## src/rtl/sha256_pkg.sv

```systemverilog
// Shared SHA-256 constants, sequencer state type and the schedule/round helper functions.
package sha256_pkg;

    localparam int WORD_W      = 32;
    localparam int BLOCK_W     = 512;
    localparam int NUM_WORDS   = 16;
    localparam int ROUND_IDX_W = 6;

    typedef enum logic {
        IDLE,
        RUN
    } sched_state_e;

    function automatic logic [WORD_W-1:0] rotr(input logic [WORD_W-1:0] x, input int unsigned n);
        return (x >> n) | (x << (WORD_W - n));
    endfunction

    // Message-schedule sigmas (lower-case) and compression-round sigmas (upper-case).
    function automatic logic [WORD_W-1:0] sig0(input logic [WORD_W-1:0] x);
        return rotr(x, 7) ^ rotr(x, 18) ^ (x >> 3);
    endfunction

    function automatic logic [WORD_W-1:0] sig1(input logic [WORD_W-1:0] x);
        return rotr(x, 17) ^ rotr(x, 19) ^ (x >> 10);
    endfunction

    function automatic logic [WORD_W-1:0] big_sig0(input logic [WORD_W-1:0] x);
        return rotr(x, 2) ^ rotr(x, 13) ^ rotr(x, 22);
    endfunction

    function automatic logic [WORD_W-1:0] big_sig1(input logic [WORD_W-1:0] x);
        return rotr(x, 6) ^ rotr(x, 11) ^ rotr(x, 25);
    endfunction

    function automatic logic [WORD_W-1:0] ch(input logic [WORD_W-1:0] x,
                                             input logic [WORD_W-1:0] y,
                                             input logic [WORD_W-1:0] z);
        return (x & y) ^ (~x & z);
    endfunction

    function automatic logic [WORD_W-1:0] maj(input logic [WORD_W-1:0] x,
                                              input logic [WORD_W-1:0] y,
                                              input logic [WORD_W-1:0] z);
        return (x & y) ^ (x & z) ^ (y & z);
    endfunction

endpackage

```

## src/rtl/sha256_sched_expand.sv

```systemverilog
// Combinational schedule expansion: produces W[t+16] from the current 16-word window taps.
module sha256_sched_expand
    import sha256_pkg::*;
(
    input  logic [WORD_W-1:0] i_r0,
    input  logic [WORD_W-1:0] i_r1,
    input  logic [WORD_W-1:0] i_r9,
    input  logic [WORD_W-1:0] i_r14,
    output logic [WORD_W-1:0] o_w_new
);

    assign o_w_new = sig1(i_r14) + i_r9 + sig0(i_r1) + i_r0;

endmodule

```

## src/rtl/sha256_msg_sched.sv

```systemverilog
// SHA-256 message-schedule sequencer: loads a 512-bit block and streams W[0..ROUNDS-1].
// Optional performance counters are enabled with the SHA256_SCHED_PERF_EN macro.
module sha256_msg_sched
    import sha256_pkg::*;
#(
    parameter int ROUNDS = 64
`ifdef SHA256_SCHED_PERF_EN
    ,
    parameter int PERF_W = 32
`endif
) (
    input  logic                   i_clk,
    input  logic                   i_reset,
    input  logic                   i_blk_valid,
    output logic                   o_blk_ready,
    input  logic [BLOCK_W-1:0]     i_block,
    output logic [WORD_W-1:0]      o_w,
    output logic [ROUND_IDX_W-1:0] o_t,
    output logic                   o_w_valid,
    input  logic                   i_w_ready,
    output logic                   o_first,
    output logic                   o_last,
`ifdef SHA256_SCHED_PERF_EN
    output logic [PERF_W-1:0]      o_blk_cnt,
    output logic [PERF_W-1:0]      o_stall_cnt,
`endif
    output logic                   o_busy
);

    sched_state_e           state_q, state_d;
    logic [WORD_W-1:0]      r_q [NUM_WORDS];
    logic [WORD_W-1:0]      r_d [NUM_WORDS];
    logic [ROUND_IDX_W-1:0] t_q, t_d;
    logic [WORD_W-1:0]      w_new;
    logic                   load;
    logic                   adv;
    logic                   last_t;

    assign last_t = (t_q == ROUND_IDX_W'(ROUNDS - 1));

    always_comb begin
        state_d     = state_q;
        o_blk_ready = 1'b0;
        o_w_valid   = 1'b0;
        o_busy      = 1'b0;
        load        = 1'b0;
        adv         = 1'b0;
        case (state_q)
            IDLE: begin
                o_blk_ready = 1'b1;
                if (i_blk_valid) begin
                    load    = 1'b1;
                    state_d = RUN;
                end
            end
            RUN: begin
                o_w_valid = 1'b1;
                o_busy    = 1'b1;
                if (i_w_ready) begin
                    adv = 1'b1;
                    if (last_t) begin
                        state_d = IDLE;
                    end
                end
            end
            default: state_d = IDLE;
        endcase
    end

    sha256_sched_expand u_expand (
        .i_r0    (r_q[0]),
        .i_r1    (r_q[1]),
        .i_r9    (r_q[9]),
        .i_r14   (r_q[14]),
        .o_w_new (w_new)
    );

    // Window: load from the block, shift toward r[0] on a word handshake, else hold.
    for (genvar gi = 0; gi < NUM_WORDS; gi++) begin : g_window
        if (gi == NUM_WORDS - 1) begin : g_tail
            assign r_d[gi] = load ? i_block[WORD_W*gi +: WORD_W] :
                             adv  ? w_new : r_q[gi];
        end else begin : g_body
            assign r_d[gi] = load ? i_block[WORD_W*gi +: WORD_W] :
                             adv  ? r_q[gi+1] : r_q[gi];
        end
    end

    assign t_d = load ? '0 : (adv ? t_q + 1'b1 : t_q);

    always_ff @(posedge i_clk) begin
        if (i_reset) begin
            state_q <= IDLE;
            t_q     <= '0;
            for (int k = 0; k < NUM_WORDS; k++) begin
                r_q[k] <= '0;
            end
        end else begin
            state_q <= state_d;
            t_q     <= t_d;
            r_q     <= r_d;
        end
    end

    assign o_w     = r_q[0];
    assign o_t     = t_q;
    assign o_first = (state_q == RUN) && (t_q == '0);
    assign o_last  = (state_q == RUN) && last_t;

`ifdef SHA256_SCHED_PERF_EN
    logic [PERF_W-1:0] blk_cnt_q, blk_cnt_d;
    logic [PERF_W-1:0] stall_cnt_q, stall_cnt_d;

    assign blk_cnt_d   = (adv && last_t) ? blk_cnt_q + 1'b1 : blk_cnt_q;
    assign stall_cnt_d = (o_w_valid && !i_w_ready) ? stall_cnt_q + 1'b1 : stall_cnt_q;

    always_ff @(posedge i_clk) begin
        if (i_reset) begin
            blk_cnt_q   <= '0;
            stall_cnt_q <= '0;
        end else begin
            blk_cnt_q   <= blk_cnt_d;
            stall_cnt_q <= stall_cnt_d;
        end
    end

    assign o_blk_cnt   = blk_cnt_q;
    assign o_stall_cnt = stall_cnt_q;
`endif

endmodule

```

## config.mk

```make
export PLATFORM = sky130hd
export DESIGN_NAME = sha256_msg_sched
export DESIGN_NICKNAME = d
export VERILOG_FILES = /design/src/rtl/sha256_pkg.sv /design/src/rtl/sha256_sched_expand.sv /design/src/rtl/sha256_msg_sched.sv
export SDC_FILE = /design/constraint.sdc
export NUM_CORES = 2
export LEC_CHECK = 0
export BUFFER_PORTS_ARGS = -buffer_cell sky130_fd_sc_hd__buf_2
export CORE_ASPECT_RATIO = 2
export CORE_MARGIN = 2
export CORE_UTILIZATION = 52
export CTS_CLUSTER_SIZE = 25
export DETAILED_ROUTE_END_ITERATION = 12
export PLACE_DENSITY = 0.84
export SYNTH_ARGS = -nofsm -noshare
export SYNTH_HDL_FRONTEND = slang
export SYNTH_SLANG_ARGS = --single-unit
```

## constraint.sdc

```tcl
create_clock -name i_clk -period 4.9 [get_ports i_clk]
set_input_delay 0 -clock i_clk [delete_from_list [all_inputs] [get_ports i_clk]]
set_output_delay 0 -clock i_clk [all_outputs]
set_load 0.02 [all_outputs]
```

==> results of run 1 <==
[metrics by stage]
stage	hold WS, ns	cell area (µm²)
after CTS	0.07930	36160
after detailed placement	0.2713	29230
after global placement	0.2653	29230
after floorplan	0.1590	26640
[cells by family after synthesis]
group	Yosys count	synth area share [%]
compound gates	618	19.47
xor+xnor	151	4.964
fa+ha+maj	95	6.209
buf+inv	517	7.787
flops	519	39.00
mux	1	0.05634
simple gates	1571	22.52
[what timing repair did]
action | CTS
endpoints found under the hold margin | 513
endpoints found under the setup margin | 0
hold buffers | 528
[routing by layer]
layer | GRT overflow | track usage, %
met5 | 0 | 0
met4 | 3 | 58.05
met3 | 0 | 17.41
met2 | 14 | 76.28
met1 | 0 | 47.72
==> results by group, run 1 <==
Yosys
  • Number of distinct library cell variants in the gate-level netlist after synthesis: 53
  • Register bit count reported by yosys: slightly above 500
  • Share of flip-flops with an asynchronous set or reset: 0%
  • Sequential fraction of the synthesis area: around two fifths
  • Synth top area share: between 30% and 40%
  • EDFF count, synth: 0
  • Most instantiated flip-flop cell in the synthesis netlist: sky130_fd_sc_hd__dfxtp_1
  • Post-synthesis cell count: 3,472
  • Most instantiated cells after synthesis: 1,006 x sky130_fd_sc_hd__nand2_1, 524 x sky130_fd_sc_hd__nor2_1, 519 x sky130_fd_sc_hd__dfxtp_1
  • Ranking of synthesized cells by area: sky130_fd_sc_hd__dfxtp_1 39%, sky130_fd_sc_hd__a311oi_1 16%, sky130_fd_sc_hd__nand2_1 14%, sky130_fd_sc_hd__nor2_1 7.4%, sky130_fd_sc_hd__fa_1 4.7%
  • Count of synthesis-stage warnings from yosys: 0
  • Library cell occupying the most area in the post-synthesis netlist: sky130_fd_sc_hd__dfxtp_1
  • Post-Syn Area: 26,640 µm²
  • Most frequent cell after synthesis: sky130_fd_sc_hd__nand2_1
  • Syn_nets: between 4,000 and 5,000
  • Avg Cell Area, Syn: 7.673 µm²

Placement
  • Cell total after placement: ~4,400
  • Final weighted congestion in routability-driven placement: 1.028
  • Setup Slack @ Placement: about 0.21 ns
  • Detailed-placement wirelength estimate: around 79 mm
  • Number of input and output port buffers inserted: between 500 and 600

Clocking
  • Number of buffers inserted during clock tree synthesis: 47
  • H-Tree Depth: 2
  • Number of buffers inserted by post-CTS setup repair: 0
  • Total clock sinks: 519
  • Resized cells post-CTS: 0
  • Deepest clock path buffer count: 3
  • CTS Root Cell: sky130_fd_sc_hd__clkbuf_16

Run status
  • Log Error: [ERROR GRT-0116] Global routing finished with congestion. Check the congestion regions in the DRC Viewer.
  • Outcome: aborted with a tool error
  • Stage reached: global routing (5_1_grt)

Floorplan
  • Die width: 164.1 µm
  • Number of primary I/O pins: 559
  • Placement row count: 117
  • Die height: 324.1 µm
  • Effective utilization at floorplan: about 52%

Global route
  • Overall track demand over capacity in global routing: between 40% and 50%
  • First-pass GRT wire length: between 150 and 200 mm
  • Grt total ovfl: 17
  • Via count of the first global-routing pass: 31,841
  • Maximum number of pins on one net before global-route repair: 228
==> inputs of run 2 (changes only) <==
CORE_ASPECT_RATIO = default   (was 2)
CORE_UTILIZATION = 37   (was 52)
CTS_CLUSTER_SIZE = default   (was 25)
PLACE_DENSITY = default   (was 0.84)
PLACE_DENSITY_LB_ADDON = 0.15   (was default)
==> results by group, run 2 <==
Cells and area
  • Commonest cells after routing, fill and taps aside: 1,004 x sky130_fd_sc_hd__nand2_1, 604 x sky130_fd_sc_hd__dlygate4sd3_1, 557 x sky130_fd_sc_hd__buf_2, 524 x sky130_fd_sc_hd__nor2_1, 519 x sky130_fd_sc_hd__dfxtp_1
  • Area added between synthesis and finish: 41.26%
  • Number of flip-flops under the largest register name: 480
  • Register with the most flip-flops: r_q
  • Final core utilization: between 50 and 60%
  • Leading cell type in the layout, fill and taps excluded: sky130_fd_sc_hd__nand2_1
  • Post-layout nets: 4,981
  • Count of filler cells inserted in the layout: 6,799
  • Proportion of layout cells with a drive suffix above 1: between 10% and 20%

Clocking
  • Number of buffers inserted by post-CTS setup repair: 0 (unchanged)
  • CTS Root Cell: sky130_fd_sc_hd__clkbuf_16
  • Resized cells post-CTS: 0 (unchanged)
  • Clock tree from TritonCTS: yes
  • Total clock sinks: 519 (unchanged)
  • Clock slew at reported path FFs: roughly 0.060 ns
  • Clock latency reported for the late side of the worst-skew pair: ~0.64 ns
  • Deepest clock path buffer count: 3 (unchanged)
  • Number of buffers inserted during clock tree synthesis: 60 (+28%)
  • H-Tree Depth: 2 (unchanged)

Yosys
  • Register bit count reported by yosys: 519 (unchanged)
  • Count of synthesis-stage warnings from yosys: 0 (unchanged)
  • Syn_nets: 4,083 (unchanged)
  • Most instantiated flip-flop cell in the synthesis netlist: sky130_fd_sc_hd__dfxtp_1
  • Library cell occupying the most area in the post-synthesis netlist: sky130_fd_sc_hd__dfxtp_1
  • Ranking of synthesized cells by area: sky130_fd_sc_hd__dfxtp_1 39%, sky130_fd_sc_hd__a311oi_1 16%, sky130_fd_sc_hd__nand2_1 14%, sky130_fd_sc_hd__nor2_1 7.4%, sky130_fd_sc_hd__fa_1 4.7%
  • Avg Cell Area, Syn: 7.673 µm² (unchanged)
  • Number of distinct library cell variants in the gate-level netlist after synthesis: 53 (unchanged)
  • Synth top area share: 39.00% (unchanged)
  • EDFF count, synth: 0 (unchanged)
  • Sequential fraction of the synthesis area: 39.00% (unchanged)
  • Post-Syn Area: 26,640 µm² (unchanged)
  • Post-synthesis cell count: 3,472 (unchanged)
  • Share of flip-flops with an asynchronous set or reset: 0% (unchanged)
  • Most frequent cell after synthesis: sky130_fd_sc_hd__nand2_1
  • Most instantiated cells after synthesis: 1,006 x sky130_fd_sc_hd__nand2_1, 524 x sky130_fd_sc_hd__nor2_1, 519 x sky130_fd_sc_hd__dfxtp_1

Global route
  • Number of antenna violations at the first check in global routing: 17
  • Via count of the first global-routing pass: between 20,000 and 30,000
  • Maximum number of pins on one net before global-route repair: ~220
  • First-pass GRT wire length: 169.0 mm
  • Overall track demand over capacity in global routing: around 30%
  • Grt total ovfl: 0

STA
  • Final hold violation count: 0
  • Clock Skew: between 0.02 and 0.03 ns
  • Total setup violations reported at the end of the flow: 0
  • Worst Max-Slew Pin Slew: 1.200 ns
  • Post-route clock period utilization: around 93%
  • Summed negative setup slack over all endpoints: 0 ns
  • Number of max-slew violations in the final report: 0
  • Min Tclk post-route: around 4.6 ns
  • Unrepaired setup endpoints after global routing: false
  • Timing-limited maximum frequency: approximately 220 MHz
  • Max-slew headroom at the worst pin: approximately a fifth

Critical path
  • Critical Path Source Type: register
  • Worst reg2reg path startpoint: r_q[467]
  • Largest fanout on the critical path: 5
  • Slowest-stage cell, CP: sky130_fd_sc_hd__fa_1
  • Critical Path End Type: register
  • CP arrival: approximately 5 ns
  • CP Data Required Time: between 5 and 6 ns
  • Cell-by-cell trace of the critical path: xnor2_1 > xnor2_1 > fa_1 > inv_1 > fa_1 > inv_1 > ha_1 > inv_1 > fa_1 > nor2b_1 > o2111ai_1 > a31oi_1 > buf_4 > a221oi_1 > o21ai_0 > and3_1 > a31oi_1 > xor2_1 > a211oi_1
  • Type of the worst setup path: reg -> reg
  • Worst setup path startpoint: r_q[467]
  • Longest individual stage delay on the worst path: 0.48 ns

Floorplan
  • Area of the core: between 70,000 and 80,000 µm²
  • Number of primary I/O pins: 559 (unchanged)
  • Die height: 272.3 µm (-16%)
  • Effective utilization at floorplan: 37.33% (-15 points)
  • Die width: 272.3 µm (+66%)
  • Total die area: between 70,000 and 80,000 µm²
  • Placement row count: 98 (-16%)

Routing
  • Iter 0 DRT Violations: 2,992
  • Remaining number of nets flagged by the antenna check after routing: 0
  • Total Wirelength: between 100 and 150 mm
  • DR DRC count: 0
  • Per-cell via count in the routed design: roughly 5.3
  • Post-detailed-route wirelength per cell: between 20 and 25 µm
  • Total via count in the routed design: approximately 29,000
  • First-pass iteration count of the detailed router: 6

Power
  • Maximum vdd ir drop: just over 0.0003 V
  • Sw Share: a little over a third
  • Total power density per cell area: approximately 380 nW/µm²
  • Clock share of power: a little under a third
  • Leakage power summed over all cells: roughly 16 nW
  • Internal power consumption: roughly 9.3 mW
  • Sequential group share of total power: approximately a third
  • Switching power: roughly 5.0 mW
  • Proportion of power drawn by combinational gates: about 34%

Placement
  • Number of input and output port buffers inserted: 558 (unchanged)
  • Detailed-placement wirelength estimate: 78.93 mm (-0.20%)
  • Final weighted congestion in routability-driven placement: 0.9521 (-7.4%)

Run status
  • Outcome: finished clean

Hold path
  • HP Class: in -> reg
  • Launch instance of the worst min-delay path: i_reset

Run
  • Max-capacitance violation count: 0
run 2: cell counts after synthesis:
No cell type changed its count.
run 2: cells by family after synthesis:
| logic type | synth area share [%] |
|---|---|
| muxes | 0.05634 |
| and+or+nand+nor | 22.52 |
| AOI/OAI and AO/OA | 19.47 |
| xor gates and xnor gates | 4.964 |
| DFF | 39.00 |
| buffers and inverters | 7.787 |
| adders and majority gates | 6.209 |
run 2: final timing paths:
path	to	slack [ns]	cells past startpoint
setup / recovery	r_q[25]	0.34	19
hold / removal	r_q[223]	0.04	2
setup reg to reg	r_q[25]	0.34	19
hold reg to reg	r_q[5]	0.48	2
run 2: per-stage QoR:
stage | setup WS [ns] | hold WS, ns | std cells | power [mW] | instance area [µm²]
floorplan | 0.6147 | 0.1590 | 3472 | 7.933 | 26640
global placement | 0.3886 | 0.2696 | 4654 | 9.359 | 29610
detailed placement | 0.3477 | 0.2719 | 4654 | 9.324 | 29610
CTS | 0.3138 | 0.01150 | 5362 | 14.29 | 37600
global route | 0.04503 | 0.03045 | 5374 | 15.01 | 37630
finish | 0.3379 | 0.03855 | 5374 | 14.28 | 37630
run 2: routing by layer:
layer,up-vias,track usage (%),share of wire (%)
li1,13577,-,-
met2,1082,47.04,46
met4,8,11.78,4.0
met5,-,0,0.046
met1,13598,40.95,44
met3,250,3.835,6.0
run 2: what timing repair did:
| item | CTS | global route |
|---|---|---|
| setup endpoints to repair | 0 | 0 |
| endpoints found under the hold margin | 513 | 0 |
| hold buffers | 604 | 0 |
run 2: layout make-up:
cell class | instances | area [µm²] | area share, %
sequential | 519 | 10390 | 27.61
multi-input combinational | 2436 | 14200 | 37.73
antenna | 12 | 30.03 | 0.07980
tap | 950 | 1189 | 3.159
inverter | 147 | 551.8 | 1.466
clock buffer | 90 | 1757 | 4.668
timing repair buffer | 1206 | 9329 | 24.79
clock inverter | 14 | 187.7 | 0.4987
run 2: critical path: cells and delay by family (launching register included):
| kind | cells | cell delay, ns |
|---|---|---|
| DFF | 1 | 0.45 |
| xor gates and xnor gates | 3 | 0.60 |
| AOI/OAI and AO/OA | 6 | 1.10 |
| buffers and inverters | 4 | 0.39 |
| adders and majority gates | 4 | 1.51 |
| and+or+nand+nor | 2 | 0.42 |
run 2: power groups by stage:
stage	registers, mW	clock network, mW	logic (mW)
finish	4.95	4.55	4.78
global route	4.99	4.78	5.24
CTS	4.94	4.61	4.74
detailed placement	5.03	0	4.29
global placement	5.02	0	4.34
floorplan	4.85	0	3.09
Power figures use the tool's default switching activity.
